--- config.mk ---
export PLATFORM = sky130hd
export DESIGN_NAME = stuffed_serial_tx
export DESIGN_NICKNAME = d
export VERILOG_FILES = /design/src/rtl/stuffed_serial_tx.sv
export SDC_FILE = /design/constraint.sdc
export NUM_CORES = 1
export LEC_CHECK = 0
export BUFFER_PORTS_ARGS = -buffer_cell sky130_fd_sc_hd__buf_4
export CELL_PAD_IN_SITES_DETAIL_PLACEMENT = 0
export CELL_PAD_IN_SITES_GLOBAL_PLACEMENT = 1
export CORE_ASPECT_RATIO = 2
export CORE_UTILIZATION = 35
export CTS_CLUSTER_SIZE = 10
export DETAILED_ROUTE_END_ITERATION = 10
export HOLD_SLACK_MARGIN = 0.1
export PLACE_DENSITY_LB_ADDON = 0.1
export SETUP_SLACK_MARGIN = 0.15
export SLEW_MARGIN = 30
export SYNTH_ARGS = -nofsm -noshare
export SYNTH_HDL_FRONTEND = slang
export SYNTH_SLANG_ARGS = --single-unit
--- constraint.sdc ---
create_clock -name clk -period 1.8 [get_ports clk]
set_input_delay 0.36 -clock clk [delete_from_list [all_inputs] [get_ports clk]]
set_output_delay 0.36 -clock clk [all_outputs]
set_load 0.05 [all_outputs]
--- src/rtl/stuffed_serial_tx.sv ---
// Framed bit-stuffed serial transmitter: 4x1 marker, 0 delimiter, LSB-first payload; registered line, first bit 1 cycle after accept.
// Backpressure: tx_ready only in IDLE, one word per frame, tx_valid ignored while a frame is on the line.
`timescale 1ns/1ps
module stuffed_serial_tx #(
    parameter int DATA_W  = 8,
    parameter int RUN_MAX = 3
) (
    input  logic              clk,
    input  logic              reset,
    input  logic [DATA_W-1:0] tx_data,
    input  logic              tx_valid,
    output logic              tx_ready,
    output logic              serial_out,
    output logic              tx_busy,
    output logic              frame_done
);
    localparam int IW = $clog2(DATA_W + 1);
    localparam int RW = $clog2(RUN_MAX + 1);
    localparam logic [IW-1:0] LAST_IDX = IW'(DATA_W - 1);
    localparam logic [IW-1:0] ALL_SENT = IW'(DATA_W);
    localparam logic [RW-1:0] RUN_LIM  = RW'(RUN_MAX);
    localparam logic [RW-1:0] RUN_ONE  = RW'(1);

    typedef enum logic [2:0] {IDLE, PRE, DELIM, DATA, STUFF} state_t;

    state_t            state;
    logic [DATA_W-1:0] shreg;
    logic [IW-1:0]     bit_idx;
    logic [RW-1:0]     run;
    logic [1:0]        pre_cnt;

    logic              data_bit;
    logic [RW-1:0]     send_run;
    logic              send_last;
    logic              frame_over;

    // bit_idx counts payload bits already put on the line
    always_comb begin
        data_bit   = shreg[0];
        send_run   = (data_bit == serial_out) ? run + RUN_ONE : RUN_ONE;
        send_last  = (bit_idx == LAST_IDX) && (send_run != RUN_LIM);
        frame_over = (bit_idx == ALL_SENT);
    end

    always_ff @(posedge clk or negedge reset) begin
        if (!reset) begin
            state      <= IDLE;
            shreg      <= '0;
            bit_idx    <= '0;
            run        <= '0;
            pre_cnt    <= '0;
            serial_out <= 1'b0;
            tx_ready   <= 1'b1;
            tx_busy    <= 1'b0;
            frame_done <= 1'b0;
        end else begin
            case (state)
                IDLE: begin
                    if (tx_valid) begin
                        shreg      <= tx_data;
                        bit_idx    <= '0;
                        pre_cnt    <= '0;
                        state      <= PRE;
                        serial_out <= 1'b1;
                        tx_ready   <= 1'b0;
                        tx_busy    <= 1'b1;
                    end else begin
                        serial_out <= ~serial_out;
                    end
                end
                PRE: begin
                    serial_out <= (pre_cnt != 2'd3);
                    if (pre_cnt == 2'd3) begin
                        state <= DELIM;
                        run   <= RUN_ONE;
                    end else begin
                        pre_cnt <= pre_cnt + 2'd1;
                    end
                end
                DELIM, DATA, STUFF: begin
                    if (state == DATA && run == RUN_LIM) begin
                        // a stuff bit owed after the final data bit still ends the frame
                        state      <= STUFF;
                        serial_out <= ~serial_out;
                        run        <= RUN_ONE;
                        frame_done <= frame_over;
                    end else if (state != DELIM && frame_over) begin
                        state      <= IDLE;
                        serial_out <= ~serial_out;
                        run        <= '0;
                        frame_done <= 1'b0;
                        tx_busy    <= 1'b0;
                        tx_ready   <= 1'b1;
                    end else begin
                        state      <= DATA;
                        serial_out <= data_bit;
                        shreg      <= shreg >> 1;
                        bit_idx    <= bit_idx + IW'(1);
                        run        <= send_run;
                        frame_done <= send_last;
                    end
                end
                default: state <= IDLE;
            endcase
        end
    end
endmodule
==> out/results.ini, run 1 <==
[routing]
route.antenna.remaining_nets = 0
drtIter0Drc = 37
routed_wire_length_per_instance_um = 16.4
num_vias = 1322
iteration_count_of_the_initial_detailed_routing_pass = 4
drc = 0
route.detailed.vias_per_inst = 5.37
finalWirelength_um = 4030

[place]
place_area_mm2 = 0.00168
placement.io_buffers = 14
placed_cells = 228
gp_congestion = 0.818
detailed_place_hpwl_um = 2880
pre_cts_slack_ns = 0.0783

[floorplanning]
core-area_mm2 = 0.00388
row_count = 32
design.portCount = 15
dieArea_mm2 = 0.00441
initial_core_util_pct = 37.2
horizontal_extent_of_the_die_um = 47.5
fp.dieH_um = 92.9

[global_routing]
number_of_antenna_violations_at_the_first_check_in_global_routing = 0
grt_max_degree = 24
grt_remaining_overflow = 0
grt_pass1_wl_um = 6220
first_global_vias = 1306
gr-usage-all-layers_pct = 19.8

[synth]
ys_seq_elements = 23
syn-cell-area_mm2 = 0.00145
yosysWarningCount = 0
ys_top_cells_by_area = sky130_fd_sc_hd__dfrtp_1 38%, sky130_fd_sc_hd__nand3_1 7.6%, sky130_fd_sc_hd__a22o_1 5.4%, sky130_fd_sc_hd__nor2b_1 4.3%, sky130_fd_sc_hd__a32oi_1 4.2%
syn-num-nets = 171
synth-compound-area-share_pct = 21.6
synth.area.mux_share_pct = 2.51
synthesis.instances = 156
synth.distinct_cells = 45
post_synthesis_adder_cell_area_fraction_pct = 3.46
netlist.area_leader.share_pct = 38.1
seq_area_frac_synth_pct = 39.9
post-synth-top-area-cell = sky130_fd_sc_hd__dfrtp_1
synth_xor_area_share_pct = 0.606
yosys.area_share.simple_pct = 25.0
ys_async_sr_fraction_pct = 100
yosys_most_used_dff = sky130_fd_sc_hd__dfrtp_1
synth_top_family_by_area = simple AND/OR/NAND/NOR gates
synth_enable_flop_cells = 0
postSynthAreaPerCell_um2 = 9.27

[clocking]
tritoncts.num_buffers = 3
clkLatencyLatePin_ns = 0.27
clkSlewWorstSetupHoldPaths_ns = 0.08
cts_num_sinks = 23
tritoncts = built
clock_path_buffers = 2
cts_max_level = 1
root_buffer = sky130_fd_sc_hd__clkbuf_8

[critical_path]
cp_cell_sequence = or3b_1 -> a21oi_2 -> nand2b_1 -> buf_6 -> a22o_1
crit_required_ns = 2.01
max_stage_delay_cell_worst_path = sky130_fd_sc_hd__dfrtp_2
source_of_the_worst_register_to_register_timing_path = state[1]$_DFFE_PN0P_
r2r_depth = 5
r2r_setup_slack_ns = 0.18
cp.arrival_ns = 1.83
timing.critical_path.from_type = register
class_of_the_most_critical_setup_path = register to register
path_max_fanout = 8
critPathMaxStageDelay_ns = 0.45
worstSetupEndpointType = register
r2r_end = shreg[7]$_DFFE_PN0P_

[timing]
fin_crit_sh_pct = 90.0
period_minus_slack_ns = 1.62
post-route-worst-setup-slack_ns = 0.181
relSlewSlack_pct = 64.6
final.setup_skew_ns = 0.00454
finalSetupViolations = 0
clock.fmax_mhz = 618
hold_violations = 0
rsz0062_at_grt = no
totalNegativeSetupSlack_ns = 0
final_max_slew_viol_count = 0
timing_worst_slew_pin_value_ns = 0.528

[hold_path]
hold_path.startpoint = tx_data[7]
timing.hold.worst_path_depth = 2
hold_path_end = shreg[7]$_DFFE_PN0P_
worstHoldPathType = primary input to register

[pwr]
power_mw = 3.20
p_per_area_mw_per_mm2 = 1680
ir_drop_mv = 1.04
power_leakage_nw = 0.851

[final_layout]
antennaDiodeCount = 0
final_cell_count_without_fillers = 246
final_cell_mix = 41 x sky130_fd_sc_hd__buf_4, 22 x sky130_fd_sc_hd__nand3_1, 19 x sky130_fd_sc_hd__dfrtp_1
mostFrequentLayoutCell = sky130_fd_sc_hd__buf_4
finalInstanceArea_mm2 = 0.00191
area.growth.synth_to_final_pct = 31.9
layout-drive-gt1-share_pct = 34.9
num-nets-final = 211

[job]
max_cap_violations = 0

[status]
outcome = finished, final reports clean

==> kinds of logic after synthesis <==
family          count (synthesis)
flops                          23
simple gates                   62
compound gates                 43
mux                             3
fa+ha+maj                       4
xor+xnor                        1
buf+inv                        20
==> worst max path at each step <==
stage | start | end | slack, ns | cells past startpoint
floorplan | run[0]$_DFFE_PN0P_ | shreg[0]$_DFFE_PN0P_ | 0.16 | 7
global placement | run[0]$_DFFE_PN0P_ | bit_idx[3]$_DFFE_PN0P_ | 0.13 | 5
detailed placement | run[0]$_DFFE_PN0P_ | bit_idx[3]$_DFFE_PN0P_ | 0.08 | 5
CTS | run[0]$_DFFE_PN0P_ | bit_idx[3]$_DFFE_PN0P_ | 0.13 | 5
global route | state[1]$_DFFE_PN0P_ | shreg[7]$_DFFE_PN0P_ | 0.13 | 5
finish | state[1]$_DFFE_PN0P_ | shreg[7]$_DFFE_PN0P_ | 0.18 | 5
==> layer usage <==
metal	vias to the layer above	global-route usage (%)	share of wire (%)
li1	652	-	-
met1	646	22.1	40
met2	20	35.3	57
met3	4	2.14	1.4
met4	0	7.62	1.6
met5	-	0	0
==> sequential cells by signal, indices dropped and copies added (netlist names) <==
register / flops
pre_cnt: 2
tx_ready: 1
serial_out: 1
state: 3
frame_done: 1
shreg: 8
run: 2
tx_busy: 1
bit_idx: 4
==> worst max-delay path: cells and delay by family (launching register included) <==
family,cells,cell delay (ns)
simple gates,2,0.61
flops,1,0.45
compound gates,2,0.35
buf+inv,1,0.15
==> what timing repair did <==
item                                   CTS  global route
setup endpoints to repair               10            17
hold buffers                             1             0
gates cloned                             0             1
pin swaps                                2             9
gates resized for setup                  4            13
setup buffers                            1            11
endpoints found under the hold margin   22             0
==> per-stage QoR <==
step	utilization (%)	hold WS, ns
after floorplan	-	0.0644
after global placement	43.4	0.276
after detailed placement	43.4	0.281
after CTS	45.4	0.320
after global routing	49.1	0.332
final	49.1	0.318
==> cell type report <==
class	instances	area (um2)
fillers	384	1980
multi-input cells	113	818
flip-flops and latches	23	581
repair buffers	46	365
well taps	51	63.8
clock buffers	3	41.3
inverters	9	33.8
clock inverters	1	5.00
==> Yosys cell counts (2+ instances only) <==
cell / number
sky130_fd_sc_hd__buf_6: 2
sky130_fd_sc_hd__o22ai_1: 2
sky130_fd_sc_hd__nor2_1: 7
sky130_fd_sc_hd__o31ai_1: 2
sky130_fd_sc_hd__nand4b_1: 2
sky130_fd_sc_hd__nand3b_1: 2
sky130_fd_sc_hd__ha_1: 4
sky130_fd_sc_hd__nand3_1: 22
sky130_fd_sc_hd__buf_2: 5
sky130_fd_sc_hd__o21ai_1: 2
sky130_fd_sc_hd__clkbuf_1: 3
sky130_fd_sc_hd__inv_1: 9
sky130_fd_sc_hd__nand2_1: 7
sky130_fd_sc_hd__a32oi_1: 7
sky130_fd_sc_hd__a22o_1: 9
sky130_fd_sc_hd__a21oi_1: 9
sky130_fd_sc_hd__nor3b_1: 2
sky130_fd_sc_hd__dfrtp_1: 22
sky130_fd_sc_hd__nor2b_1: 10
sky130_fd_sc_hd__o21ai_0: 3
==> where the power goes <==
group	internal (mW)	leakage, nW	total (mW)	switching, mW
Sequential	0.746	0.279	0.941	0.195
Clock	0.155	0.0255	0.333	0.178
Combinational	0.933	0.547	1.93	0.996
Total	1.83	0.851	3.20	1.37
No activity file was read; power rests on OpenSTA's default activity.
==> run 2: changes to the inputs <==
--- a/config.mk
+++ b/config.mk
@@ -13,6 +13,7 @@
 export CTS_CLUSTER_SIZE = 10
 export DETAILED_ROUTE_END_ITERATION = 10
 export HOLD_SLACK_MARGIN = 0.1
+export MAX_ROUTING_LAYER = met4
 export PLACE_DENSITY_LB_ADDON = 0.1
 export SETUP_SLACK_MARGIN = 0.15
 export SLEW_MARGIN = 30
==> run 2 against run 1 <==
Compared with the run above:
- core utilization unchanged
- combinational power about the same
- largest power group unchanged
- register-to-register slack barely moved
- largest cell class unchanged
==> out/results.ini, run 2 (same netlist as run 1, synthesis figures left out) <==
[final_layout]
antennaDiodeCount = 0
num-nets-final = 211
registers.top_by_ff_count = shreg
largest_reg_flops = 8
mostFrequentLayoutCell = sky130_fd_sc_hd__buf_4
finalInstanceArea_mm2 = 0.00191
final.fill_count = 384
reg_top3 = shreg (8), bit_idx (4), state (3)
area.growth.synth_to_final_pct = 31.9
layout-drive-gt1-share_pct = 34.9
final_cell_count_without_fillers = 246
final_cell_mix = 41 x sky130_fd_sc_hd__buf_4, 22 x sky130_fd_sc_hd__nand3_1, 19 x sky130_fd_sc_hd__dfrtp_1

[pwr]
ir_drop_mv = 1.04
power_mw = 3.20
power_leakage_nw = 0.851
p_per_area_mw_per_mm2 = 1680

[routing]
num_vias = 1329
routed_wire_length_per_instance_um = 16.4
route.antenna.remaining_nets = 0
iteration_count_of_the_initial_detailed_routing_pass = 4
route.detailed.vias_per_inst = 5.40
drtIter0Drc = 37
drc = 0
finalWirelength_um = 4030

[critical_path]
path_max_fanout = 8
timing.critical_path.from_type = register
r2r_setup_slack_ns = 0.17
cp.arrival_ns = 1.84
worstSetupEndpointType = register
crit_required_ns = 2.01
r2r_depth = 5
r2r_end = shreg[2]$_DFFE_PN0P_
source_of_the_worst_register_to_register_timing_path = state[1]$_DFFE_PN0P_
class_of_the_most_critical_setup_path = register to register

[floorplanning]
horizontal_extent_of_the_die_um = 47.5
dieArea_mm2 = 0.00441
design.portCount = 15
row_count = 32
fp.dieH_um = 92.9
core-area_mm2 = 0.00388
initial_core_util_pct = 37.2

[global_routing]
number_of_antenna_violations_at_the_first_check_in_global_routing = 0
gr-usage-all-layers_pct = 20.3
grt_remaining_overflow = 0
first_global_vias = 1306
grt_pass1_wl_um = 6220
grt_max_degree = 24

[place]
place_area_mm2 = 0.00168
detailed_place_hpwl_um = 2880
gp_congestion = 0.830
placement.io_buffers = 14
placed_cells = 228

[clocking]
tritoncts = built
cts_max_level = 1
clkSlewWorstSetupHoldPaths_ns = 0.09
clock_path_buffers = 2
tritoncts.num_buffers = 3
clkLatencyLatePin_ns = 0.27
cts_num_sinks = 23
root_buffer = sky130_fd_sc_hd__clkbuf_8

[timing]
final_max_slew_viol_count = 0
clock.fmax_mhz = 615
totalNegativeSetupSlack_ns = 0
final.setup_skew_ns = 0.00343
period_minus_slack_ns = 1.63
final.hold.worst_slack_ns = 0.318
rsz0062_at_grt = no
relSlewSlack_pct = 65.0
timing_worst_slew_pin_value_ns = 0.523
hold_violations = 0
fin_crit_sh_pct = 90.3
finalSetupViolations = 0

[hold_path]
hold_path_end = shreg[7]$_DFFE_PN0P_
timing.hold.worst_path_depth = 2
worstHoldPathType = primary input to register
hold_path.startpoint = tx_data[7]

[job]
max_cap_violations = 0

[status]
outcome = finished, final reports clean

## run 2: repair_timing
item                                   4_1_cts  5_1_grt
setup endpoints to repair                   10       17
pin swaps                                    2        9
cloned                                       0        1
endpoints found under the hold margin       22        0
gates resized for setup                      4       13
hold buffers                                 1        0
buffers inserted                             1       11
## run 2: how the worst max path moves through the flow
stage	startpoint	to	slack, ns	depth (start not counted)
detailed placement	run[0]$_DFFE_PN0P_	bit_idx[3]$_DFFE_PN0P_	0.08	5
global placement	run[0]$_DFFE_PN0P_	bit_idx[3]$_DFFE_PN0P_	0.13	5
finish	state[1]$_DFFE_PN0P_	shreg[2]$_DFFE_PN0P_	0.17	5
CTS	run[0]$_DFFE_PN0P_	bit_idx[3]$_DFFE_PN0P_	0.13	5
global route	state[1]$_DFFE_PN0P_	shreg[7]$_DFFE_PN0P_	0.13	5
floorplan	run[0]$_DFFE_PN0P_	shreg[0]$_DFFE_PN0P_	0.16	7
## run 2: power breakdown
part	internal (mW)	switching (mW)
sequential	0.746	0.195
combinational	0.933	0.995
clock	0.155	0.177
## run 2: layout make-up
class	count	area (um2)	area share, %
well taps	51	63.8	3.34
inverters	9	33.8	1.77
clock inverters	1	5.00	0.262
repair buffers	46	365	19.1
flip-flops and latches	23	581	30.4
multi-input cells	113	818	42.9
clock buffers	3	41.3	2.16
## run 2: stage by stage
| step | util, % | setup slack (ns) |
|---|---|---|
| 2_1_floorplan | - | 0.161 |
| 3_3_place_gp | 43.4 | 0.127 |
| 3_5_place_dp | 43.4 | 0.0783 |
| 4_1_cts | 45.4 | 0.132 |
| 5_1_grt | 49.1 | 0.129 |
| 6_report | 49.1 | 0.174 |
## run 2: critical path, cell delays in order (launching register included)
cell and delay, ns:
sky130_fd_sc_hd__dfrtp_2 0.45, sky130_fd_sc_hd__or3b_1 0.43, sky130_fd_sc_hd__a21oi_2 0.20, sky130_fd_sc_hd__nand2b_1 0.19, sky130_fd_sc_hd__buf_6 0.16, sky130_fd_sc_hd__a22o_1 0.15
## run 2: metal layers
metal | part of all wire (%) | up-vias | global-route usage (%)
li1 | - | 651 | -
met1 | 40 | 647 | 22.1
met2 | 56 | 24 | 35.3
met3 | 1.8 | 7 | 2.14
met5 | 0 | - | -
met4 | 1.9 | 0 | 7.62
